**config.mk**
```make
export PLATFORM = sky130hd
export DESIGN_NAME = rf_path_sequencer_flat
export DESIGN_NICKNAME = d
export VERILOG_FILES = /design/src/rtl/rf_path_sequencer_if.sv /design/src/rtl/rf_path_sequencer.sv /design/src/flat_wrapper.sv
export SDC_FILE = /design/constraint.sdc
export NUM_CORES = 1
export LEC_CHECK = 0
export BUFFER_PORTS_ARGS = -buffer_cell sky130_fd_sc_hd__buf_2
export CORE_UTILIZATION = 30
export CTS_BUF_LIST = sky130_fd_sc_hd__clkbuf_16
export CTS_CLUSTER_SIZE = 25
export DETAILED_ROUTE_END_ITERATION = 6
export PLACE_DENSITY = 0.5
export SKIP_LAST_GASP = 1
export SYNTH_ARGS = -nofsm -noshare
export SYNTH_HDL_FRONTEND = slang
export SYNTH_SLANG_ARGS = --single-unit
```
**constraint.sdc**
```tcl
create_clock -name i_sys_clk -period 5.9 [get_ports i_sys_clk]
set_input_delay 1.18 -clock i_sys_clk [delete_from_list [all_inputs] [get_ports i_sys_clk]]
set_output_delay 1.18 -clock i_sys_clk [all_outputs]
set_load 0.01 [all_outputs]
```
**src/rtl/rf_path_sequencer_if.sv**
```systemverilog
// IOC register bus between the command decoder (master) and the RF path sequencer (slave).
interface rf_path_sequencer_if;
    logic [4:0] i_ioc;
    logic [7:0] i_data_in;
    logic [7:0] o_data_out;
    logic       i_cs;
    logic       i_fetch_cmd;
    logic       i_load_cmd;

    modport master (
        output i_ioc, i_data_in, i_cs, i_fetch_cmd, i_load_cmd,
        input  o_data_out
    );

    modport slave (
        input  i_ioc, i_data_in, i_cs, i_fetch_cmd, i_load_cmd,
        output o_data_out
    );
endinterface

```
**src/rtl/rf_path_sequencer.sv**
```systemverilog
// Multi-channel RF front-end pin controller: register file on the IOC bus plus one
// break-before-make sequencer per channel (amps off, switches move, amps on).
module rf_path_channel #(
    parameter int GUARD_CYC  = 16,
    parameter int SETTLE_CYC = 64
) (
    input  logic       i_clk,
    input  logic       i_rst,
    input  logic       i_wr,       // MODE write accepted this cycle
    input  logic       i_wr_dbg,   // that write selects debug
    input  logic [7:0] i_wr_vec,   // resolved target vector of that write
    input  logic       i_dbg,      // stored MODE selects debug
    input  logic [7:0] i_pin,
    output logic [7:0] o_pins,
    output logic       o_busy
);
    localparam int MAXC = (GUARD_CYC > SETTLE_CYC) ? GUARD_CYC : SETTLE_CYC;
    localparam int CW   = $clog2(MAXC + 1);
    localparam logic [7:0] SAFE = 8'h56;

    typedef enum logic [1:0] {ST_RUN, ST_BREAK, ST_SWITCH} state_e;

    state_e        state_q, state_d;
    logic [7:0]    cur_q, cur_d, tgt_q, tgt_d, pins_q, pins_d;
    logic [CW-1:0] cnt_q, cnt_d;
    logic          busy_q, busy_d;
    logic          dbg_eff;

    // A debug write takes effect on the same edge it is accepted.
    assign dbg_eff = i_wr ? i_wr_dbg : i_dbg;

    always_comb begin
        state_d = state_q;
        cur_d   = cur_q;
        tgt_d   = tgt_q;
        cnt_d   = cnt_q;
        if (dbg_eff) begin
            state_d = ST_RUN;
            cur_d   = i_pin;
            tgt_d   = i_pin;
            cnt_d   = '0;
        end else begin
            case (state_q)
                ST_RUN: begin
                    if (i_wr && i_wr_vec != cur_q) begin
                        tgt_d   = i_wr_vec;
                        state_d = ST_BREAK;
                        cnt_d   = CW'(GUARD_CYC - 1);
                    end
                end
                ST_BREAK, ST_SWITCH: begin
                    if (i_wr && i_wr_vec != tgt_q) begin
                        // Freeze the switches where they are now; amps stay off.
                        tgt_d      = i_wr_vec;
                        cur_d[7:3] = (state_q == ST_SWITCH) ? tgt_q[7:3] : cur_q[7:3];
                        state_d    = ST_BREAK;
                        cnt_d      = CW'(GUARD_CYC - 1);
                    end else if (cnt_q == '0) begin
                        if (state_q == ST_BREAK) begin
                            state_d = ST_SWITCH;
                            cnt_d   = CW'(SETTLE_CYC - 1);
                        end else begin
                            cur_d   = tgt_q;
                            state_d = ST_RUN;
                        end
                    end else begin
                        cnt_d = cnt_q - 1'b1;
                    end
                end
                default: state_d = ST_RUN;
            endcase
        end

        case (state_d)
            ST_BREAK:  pins_d = {cur_d[7:3], 3'b110};
            ST_SWITCH: pins_d = {tgt_d[7:3], 3'b110};
            default:   pins_d = cur_d;
        endcase
        busy_d = (state_d != ST_RUN);
    end

    always_ff @(posedge i_clk) begin
        if (i_rst) begin
            state_q <= ST_RUN;
            cur_q   <= SAFE;
            tgt_q   <= SAFE;
            cnt_q   <= '0;
            pins_q  <= SAFE;
            busy_q  <= 1'b0;
        end else begin
            state_q <= state_d;
            cur_q   <= cur_d;
            tgt_q   <= tgt_d;
            cnt_q   <= cnt_d;
            pins_q  <= pins_d;
            busy_q  <= busy_d;
        end
    end

    assign o_pins = pins_q;
    assign o_busy = busy_q;
endmodule

module rf_path_sequencer #(
    parameter int         NUM_CH     = 1,
    parameter int         GUARD_CYC  = 16,
    parameter int         SETTLE_CYC = 64,
    parameter logic [7:0] VERSION    = 8'h02
) (
    input  logic                  i_sys_clk,
    input  logic                  i_rst,
    rf_path_sequencer_if.slave    bus,
    output logic [8*NUM_CH-1:0]   o_rf_pins,
    output logic [NUM_CH-1:0]     o_busy
);
    function automatic logic [7:0] mode_vec(input logic [2:0] m);
        case (m)
            3'd1:    return 8'h26;
            3'd2:    return 8'h89;
            3'd3:    return 8'h59;
            3'd4:    return 8'h6B;
            3'd5:    return 8'hAB;
            default: return 8'h56;
        endcase
    endfunction

    logic [NUM_CH-1:0][4:0] mode_q, mode_d;
    logic [NUM_CH-1:0][7:0] pin_q, pin_d, pins;
    logic [NUM_CH-1:0]      mode_wr;
    logic [7:0]             data_out_q, data_out_d, rd_data;
    logic                   err_q, err_d;
    logic                   fetch, load;
    logic [3:0]             busy_ext;

    // A fetch in the same cycle as a load wins; the load is dropped.
    assign fetch = bus.i_cs & bus.i_fetch_cmd;
    assign load  = bus.i_cs & bus.i_load_cmd & ~bus.i_fetch_cmd;

    always_comb begin
        busy_ext = '0;
        busy_ext[NUM_CH-1:0] = o_busy;
        mode_d  = mode_q;
        pin_d   = pin_q;
        mode_wr = '0;
        err_d   = err_q;
        rd_data = '0;
        if (load && bus.i_ioc == 5'h01 && bus.i_data_in[7])
            err_d = 1'b0;
        for (int c = 0; c < NUM_CH; c++) begin
            if (load && bus.i_ioc == 5'(8 + c)) begin
                mode_wr[c] = 1'b1;
                mode_d[c]  = bus.i_data_in[4:0];
                if (bus.i_data_in[4:3] == 2'b11)
                    err_d = 1'b1;
            end
            if (load && bus.i_ioc == 5'(16 + c))
                pin_d[c] = bus.i_data_in;
            if (bus.i_ioc == 5'(8 + c))
                rd_data = {3'b000, mode_q[c]};
            if (bus.i_ioc == 5'(16 + c))
                rd_data = pin_q[c];
        end
        if (bus.i_ioc == 5'h00)
            rd_data = VERSION;
        if (bus.i_ioc == 5'h01)
            rd_data = {err_q, 3'b000, busy_ext};
        data_out_d = fetch ? rd_data : data_out_q;
    end

    always_ff @(posedge i_sys_clk) begin
        if (i_rst) begin
            mode_q     <= '0;
            pin_q      <= '0;
            err_q      <= 1'b0;
            data_out_q <= '0;
        end else begin
            mode_q     <= mode_d;
            pin_q      <= pin_d;
            err_q      <= err_d;
            data_out_q <= data_out_d;
        end
    end

    for (genvar c = 0; c < NUM_CH; c++) begin : g_ch
        rf_path_channel #(
            .GUARD_CYC  (GUARD_CYC),
            .SETTLE_CYC (SETTLE_CYC)
        ) u_ch (
            .i_clk    (i_sys_clk),
            .i_rst    (i_rst),
            .i_wr     (mode_wr[c]),
            .i_wr_dbg (bus.i_data_in[1:0] == 2'b01),
            .i_wr_vec (mode_vec(bus.i_data_in[4:2])),
            .i_dbg    (mode_q[c][1:0] == 2'b01),
            .i_pin    (pin_q[c]),
            .o_pins   (pins[c]),
            .o_busy   (o_busy[c])
        );
    end

    assign o_rf_pins      = pins;
    assign bus.o_data_out = data_out_q;
endmodule

```
**src/flat_wrapper.sv**
```systemverilog
// flat-port wrapper written by rule: the top's interface ports become plain ports
module rf_path_sequencer_flat 
#(
    parameter int         NUM_CH     = 1,
    parameter int         GUARD_CYC  = 16,
    parameter int         SETTLE_CYC = 64,
    parameter logic [7:0] VERSION    = 8'h02
)
  (i_sys_clk, i_rst, o_rf_pins, o_busy, bus_i_ioc, bus_i_data_in, bus_i_cs, bus_i_fetch_cmd, bus_i_load_cmd, bus_o_data_out);
  rf_path_sequencer_if bus_i ();
  input  logic i_sys_clk;
  input  logic i_rst;
  output logic [8*NUM_CH-1:0] o_rf_pins;
  output logic [NUM_CH-1:0] o_busy;
  input wire logic [$bits(bus_i.i_ioc)-1:0] bus_i_ioc;
  input wire logic [$bits(bus_i.i_data_in)-1:0] bus_i_data_in;
  input wire logic [$bits(bus_i.i_cs)-1:0] bus_i_cs;
  input wire logic [$bits(bus_i.i_fetch_cmd)-1:0] bus_i_fetch_cmd;
  input wire logic [$bits(bus_i.i_load_cmd)-1:0] bus_i_load_cmd;
  output wire logic [$bits(bus_i.o_data_out)-1:0] bus_o_data_out;
  assign bus_i.i_ioc = bus_i_ioc;
  assign bus_i.i_data_in = bus_i_data_in;
  assign bus_i.i_cs = bus_i_cs;
  assign bus_i.i_fetch_cmd = bus_i_fetch_cmd;
  assign bus_i.i_load_cmd = bus_i_load_cmd;
  assign bus_o_data_out = bus_i.o_data_out;
  rf_path_sequencer #(.NUM_CH(NUM_CH), .GUARD_CYC(GUARD_CYC), .SETTLE_CYC(SETTLE_CYC), .VERSION(VERSION)) u_core (.i_sys_clk(i_sys_clk), .i_rst(i_rst), .bus(bus_i), .o_rf_pins(o_rf_pins), .o_busy(o_busy));
endmodule
```
# Yosys cells after proc, flatten, opt, wreduce, memory -nomap -nowiden
# Index checks and enable logic that the tools add are counted.
[op_classes] bitwise=4 n_shift=0 n_mul=0 n_div=0 n_reduce_logical=16 eq_ne=21 magnitude_cmp=0 n_addsub=1 muxes=33
[ops] operator="2-to-1 mux 8 bit" n=10
[ops] operator="one-hot mux 8 bit (5 select lines)" n=1
[ops] operator="one-hot mux 8 bit (2 select lines)" n=2
[ops] operator="2-to-1 mux 7 bit" n=4
[ops] operator="inequality test 8 bit" n=2
[ops] operator="2-to-1 mux 5 bit" n=3
[ops] operator="one-hot mux 7 bit (2 select lines)" n=1
[ops] operator="2-to-1 mux 2 bit" n=5
[ops] operator="equality test 2 x 1 -> 1 bit, second input constant" n=4
[ops] operator="zero test 7 bit" n=1
[ops] operator="subtractor 7 x 1 -> 7 bit, second input constant" n=1
[ops] operator="equality test 2 bit, second input constant" n=3
[ops] operator="equality test 3 x 2 -> 1 bit, second input constant" n=2
[ops] operator="equality test 3 bit, second input constant" n=2
[ops] operator="logical AND 1 bit" n=6
[ops] operator="inequality test 3 bit, second input constant" n=2
[ops] operator="AND reduction 3 bit" n=2
[ops] operator="equality test 5 x 1 -> 1 bit, second input constant" n=1
[ops] operator="equality test 5 x 4 -> 1 bit, second input constant" n=1
[ops] operator="equality test 5 bit, second input constant" n=1
[ops] operator="zero test 5 bit" n=1
[ops] operator="2-to-1 mux 1 bit" n=5
[ops] operator="inequality test 4 bit, second input constant" n=1
[ops] operator="one-hot mux 2 bit (2 select lines)" n=1
[ops] operator="other kinds (9)" n=13
[word_totals] out_inout_bits=17 rom_bits=0 mem_bits_rw=0 memories=0 latch_bits=0 regBits=56 elab_cells=86

# Logic depth before layout (Yosys ltp)
[depth] word_depth=10 depth_mapped=20 ltp_nobuf=17

# Cells and area by module
# A second synthesis with hierarchy kept.
[hier_totals] cells_unflattened=352 area_unflattened_um2=3065.4
[modules_own_cells] module="rf_path_channel" area_per_inst_um2=2010.7 seq_area_each_um2=680.7 n_inst=1 cells_per_inst=235
[modules_own_cells] module="rf_path_sequencer" area_per_inst_um2=1054.8 seq_area_each_um2=440.4 n_inst=1 cells_per_inst=117

# Worst setup path after synthesis
# Ideal clock, no wire load.
[synth_timing] path_kind="input -> register" startpoint="in bus_i_data_in[3]" endpoint="reg u_core.g_ch[0].u_ch.pins_q[5]" required_time_ns=5.817 setup_slack_ns=1.068 setup_ns=0.083 t_arrival_ns=4.749 stages=17 path_cell_list="buf_2 inv_1 ha_1 buf_2 nor4b_4 nor2_1 or3_4 a2111o_1 a211oi_1 o21ai_0 a21oi_1 inv_1 ha_1 inv_1 nor3_1 or4b_2 o221ai_1"
[synth_via] elab_chain_cells=9 word_cells_on_any_way=24 classes_between="eq/ne: 9; mux: 13; reduce/logical: 2"
[synth_lines] item="from (decl)" line_no="flat_wrapper.sv:16" rtl="input wire logic [$bits(bus_i.i_data_in)-1:0] bus_i_data_in;"
[synth_lines] item="equality test 3 bit, or another cell as far along" line_no="rf_path_sequencer.sv:117" rtl="case (m)"
[synth_lines] item="one-hot mux 8 bit (5 select lines) (*)" line_no="rf_path_sequencer.sv:117"
[synth_lines] item="inequality test 8 bit, on equally long branches" line_no="rf_path_sequencer.sv:52, rf_path_sequencer.sv:45"
[synth_lines] item="logical AND 1 bit, on equally long branches" line_no="rf_path_sequencer.sv:52, rf_path_sequencer.sv:45"
[synth_lines] item="2-to-1 mux 2 bit, on equally long branches" line_no="rf_path_sequencer.sv:52, rf_path_sequencer.sv:45"
[synth_lines] item="one-hot mux 2 bit (2 select lines) (*)" line_no="rf_path_sequencer.sv:43" rtl="case (state_q)"
[synth_lines] item="2-to-1 mux 2 bit (*)" line_no="rf_path_sequencer.sv:37" rtl="if (dbg_eff) begin"
[synth_lines] item="named net u_core.g_ch[0].u_ch.state_d[1]" line_no="rf_path_sequencer.sv:23" rtl="state_e state_q, state_d;"
[synth_lines] item="equality test 2 bit or equality test 2 x 1 -> 1 bit (tied branches)" line_no="rf_path_sequencer.sv:74" rtl="case (state_d)"
[synth_lines] item="one-hot mux 8 bit (2 select lines) (*)" line_no="rf_path_sequencer.sv:74"
[synth_lines] item="to (signal assigned)" line_no="rf_path_sequencer.sv:95" rtl="pins_q <= pins_d;"
[synth_lines] item="to (decl)" line_no="rf_path_sequencer.sv:24" rtl="logic [7:0] cur_q, cur_d, tgt_q, tgt_d, pins_q, pins_d;"
# The timed path passes the listed nets; every way through them passes the cells marked *. The select of a mux whose other input is x is not followed.
# A chain may end at the register's enable or synchronous reset.

# Final worst setup path
# Ends and elaborated chain as after synthesis.

==> flow_metrics.env <==
export IMPL_outcome="finished, final reports clean"
export IMPL_hold_viol_final=0
export IMPL_numCtsBuffers=5
export IMPL_critical_path_top_delay_family="simple AND/OR/NAND/NOR gates"
export IMPL_critPathKind="in -> reg"
export IMPL_gp_congestion=0.901
export IMPL_setup_viol=0
export IMPL_post_cts_setup_buffers=0
export IMPL_drt_iter0_markers=174
export IMPL_via_per_inst=5.47
export IMPL_synth_flop_cell="dfxtp_1"
export IMPL_synth_edf_count=0
export IMPL_arrival_ps=5380
export IMPL_hold_class="reg -> reg"
export IMPL_grt_pass1_wl_mm=15.8
export IMPL_fp_row_count=37
export IMPL_syn_mean_instance_area_sq_um=7.88
export IMPL_slew_viol_final=0
export IMPL_first_pass_iters=5
export IMPL_finClkSkew_ps=6.04
export IMPL_ir_drop_v=0.000102
export IMPL_layout_drive_gt1_share_pct=14.2
export IMPL_layout_min_cycle_time_ps=5170
export IMPL_final_nets=472
export IMPL_crit_buf_inv=4
export IMPL_startpoint_type="input pin"
export IMPL_slew_headroom_pct=51.7
export IMPL_grt_total_usage_pct=17.8
export IMPL_post_synth_top_area_cell="dfxtp_1"
export IMPL_tightest_slew_ps=721
export IMPL_dpl_hpwl_mm=7.48
export IMPL_root_buffer="clkbuf_16"
export IMPL_die_h_um=107
export IMPL_htree_levels=2
export IMPL_clock_latency_ps=290
export IMPL_post_drt_wl_per_cell_um=16.8
export IMPL_ys_async_sr_fraction_pct=0
export IMPL_grt_max_degree=34
export IMPL_powerDensity_nw_per_um2=235
export IMPL_io_pins=35
export IMPL_ys_types=64
export IMPL_cp_end_kind="register"
export IMPL_final_common_cell="dfxtp_1"
export IMPL_synth_seq_cells=56
export IMPL_worst_path_most_repeated_cell="inv_1"
export IMPL_min_period_over_period_pct=87.6
export IMPL_clk_pin_slew_ps=70
export IMPL_io_buffers=34
export IMPL_drc=0
export IMPL_synth_top_area_share_pct=34.0
export IMPL_start_util_pct=31.4
export IMPL_synth_fp_nets=449
export IMPL_required_ps=6110
export IMPL_cts_max_path_buffers=2
export IMPL_syn_to_final_growth_pct=14.7
export IMPL_core_area_sq_um=10500
export IMPL_cts_tree="yes"
export IMPL_synth_seq_area_share_pct=34.0
export IMPL_r2r_slack_ps=2350
export IMPL_die_width_um=107
export IMPL_dieArea_sq_um=11400
export IMPL_num_vias=3170
export IMPL_cts_sinks=56
export IMPL_max_freq_mhz=194
export IMPL_cts_hold_buf=0
export IMPL_yosysWarnings=0
export IMPL_path_cells="buf_2 -> inv_1 -> ha_1 -> and4bb_1 -> nor2_1 -> or3_4 -> a2111o_1 -> a211oi_1 -> o21ai_0 -> a21oi_1 -> inv_1 -> ha_1 -> inv_1 -> nor3_1 -> or4b_2 -> o221ai_1"
export IMPL_synthCells=419
export IMPL_grt_remaining_overflow=0
export IMPL_synth_top_cells_by_area="dfxtp_1, nor2_1, nand2_1, a21oi_1, ha_1"
export IMPL_final_cell_mix="dfxtp_1, nor2_1, nand2_1"
export IMPL_setup_tns_final_ps=0
export IMPL_p_leak_nw=1.48
export IMPL_totalWireLength_mm=9.74
export IMPL_antenna_cells=0
export IMPL_rsz0062_at_grt="false"
export IMPL_ant_nets=0
export IMPL_cap_violations=0
export IMPL_antenna_found_initial=0
export IMPL_cpPeakStageDelay_ps=620
export IMPL_netlist_area_sq_um=3300
export IMPL_cts_resized=0
export IMPL_final_util_pct=36.0
export IMPL_grt_pass1_vias=3063
export IMPL_crit_fanout=19
export IMPL_cp_slowest_cell="or4b_2"
[Yosys cell counts, types with 2 or more instances]
| cell | n |
|---|---|
| and3b_1 | 2 |
| a211o_1 | 2 |
| inv_1 | 22 |
| a211oi_1 | 6 |
| o31ai_1 | 6 |
| a311oi_1 | 3 |
| a221oi_1 | 2 |
| nor3_1 | 14 |
| and2_1 | 6 |
| dfxtp_1 | 56 |
| nor2b_1 | 2 |
| clkbuf_1 | 14 |
| o32ai_1 | 2 |
| nand4b_1 | 2 |
| xor2_1 | 4 |
| nand3_1 | 21 |
| o21ai_0 | 24 |
| o21bai_1 | 2 |
| nor3b_1 | 5 |
| o21a_1 | 2 |
| mux2_2 | 5 |
| ha_1 | 12 |
| nand2_1 | 46 |
| a31oi_1 | 7 |
| buf_2 | 5 |
| mux2i_1 | 8 |
| nor2_1 | 47 |
| or3_1 | 3 |
| a22oi_1 | 7 |
| o221ai_1 | 3 |
| and3_1 | 2 |
| nand2b_1 | 8 |
| a21oi_1 | 31 |
| nor4_1 | 5 |
| o211ai_1 | 4 |
[through the flow]
step | power [mW] | area, sq um | setup WS [ps] | cells | hold slack, ps
global route | 0.918 | 3790 | 585 | 579 | 487
global placement | 0.470 | 3570 | 622 | 571 | 444
detailed placement | 0.470 | 3570 | 500 | 571 | 449
CTS | 0.897 | 3790 | 791 | 579 | 460
floorplan | 0.446 | 3300 | 1070 | 419 | 437
finish | 0.889 | 3790 | 733 | 579 | 457
[where the power goes]
part / leakage, nW / internal, mW / switching [mW]
sequential: 0.452 / 0.380 / 0.00191
combinational: 0.919 / 0.0292 / 0.0516
clock: 0.104 / 0.286 / 0.140
total: 1.48 / 0.695 / 0.194
[path summary, 6_finish.rpt]
kind / start / to / cells after the start
max: bus_i_data_in[3] / u_core.g_ch[0].u_ch.o_pins[5] / 16
min reg2reg: u_core.bus.o_data_out[6] / u_core.bus.o_data_out[6] / 2
min: u_core.bus.o_data_out[6] / u_core.bus.o_data_out[6] / 2
max reg2reg: u_core.g_ch[0].u_ch.tgt_q[6] / u_core.g_ch[0].u_ch.o_pins[5] / 13
[final cells by class]
cell class | count | area, sq um
fillers | 1099 | 6720
multi-input cells | 319 | 2000
flip-flops and latches | 56 | 1120
repair buffers | 38 | 200
well taps | 136 | 170
clock buffers | 5 | 125
clock inverters | 3 | 90.1
inverters | 22 | 82.6
[per-layer routing]
metal / GRT usage, % / share of wire (%) / vias to the layer above
met4: 6.95 / 2.4 / 0
met2: 29.8 / 47 / 100
met1: 22.8 / 45 / 1498
met3: 2.61 / 5.7 / 13
met5: 0 / 0 / -
li1: - / - / 1559
[tightest hold or removal path, stage by stage (launching register included)]
cell and delay [ps]:
dfxtp_1 320, nand2_1 50, a21oi_1 50
[logic make-up (layout without fill, tap and decap cells)]
| kind of cell | Yosys count | count (layout) | synth area share [%] |
|---|---|---|---|
| adder cells (fa/ha/maj) | 12 | 12 | 4.55 |
| AO/OA/AOI/OAI | 115 | 115 | 23.8 |
| buffers and inverters | 44 | 68 | 5.53 |
| XOR/XNOR | 4 | 4 | 1.06 |
| multiplexers | 13 | 13 | 4.13 |
| flip-flops | 56 | 56 | 34.0 |
| AND/OR/NAND/NOR | 175 | 175 | 26.9 |
[registers in the layout (all words and copies together) (netlist names)]
name and cells:
u_core.bus.o_data_out 8, u_core.g_ch.u_ch.tgt_q 8, u_core.g_ch.u_ch.o_busy 1, u_core.g_ch.u_ch.state_q 2
u_core.g_ch.u_ch.cur_q 8, u_core.err_q 1, u_core.g_ch.u_ch.cnt_q 7, u_core.g_ch.u_ch.o_pins 8
u_core.pin_q 8, u_core.mode_q 5
Power figures use the tool's default switching activity.
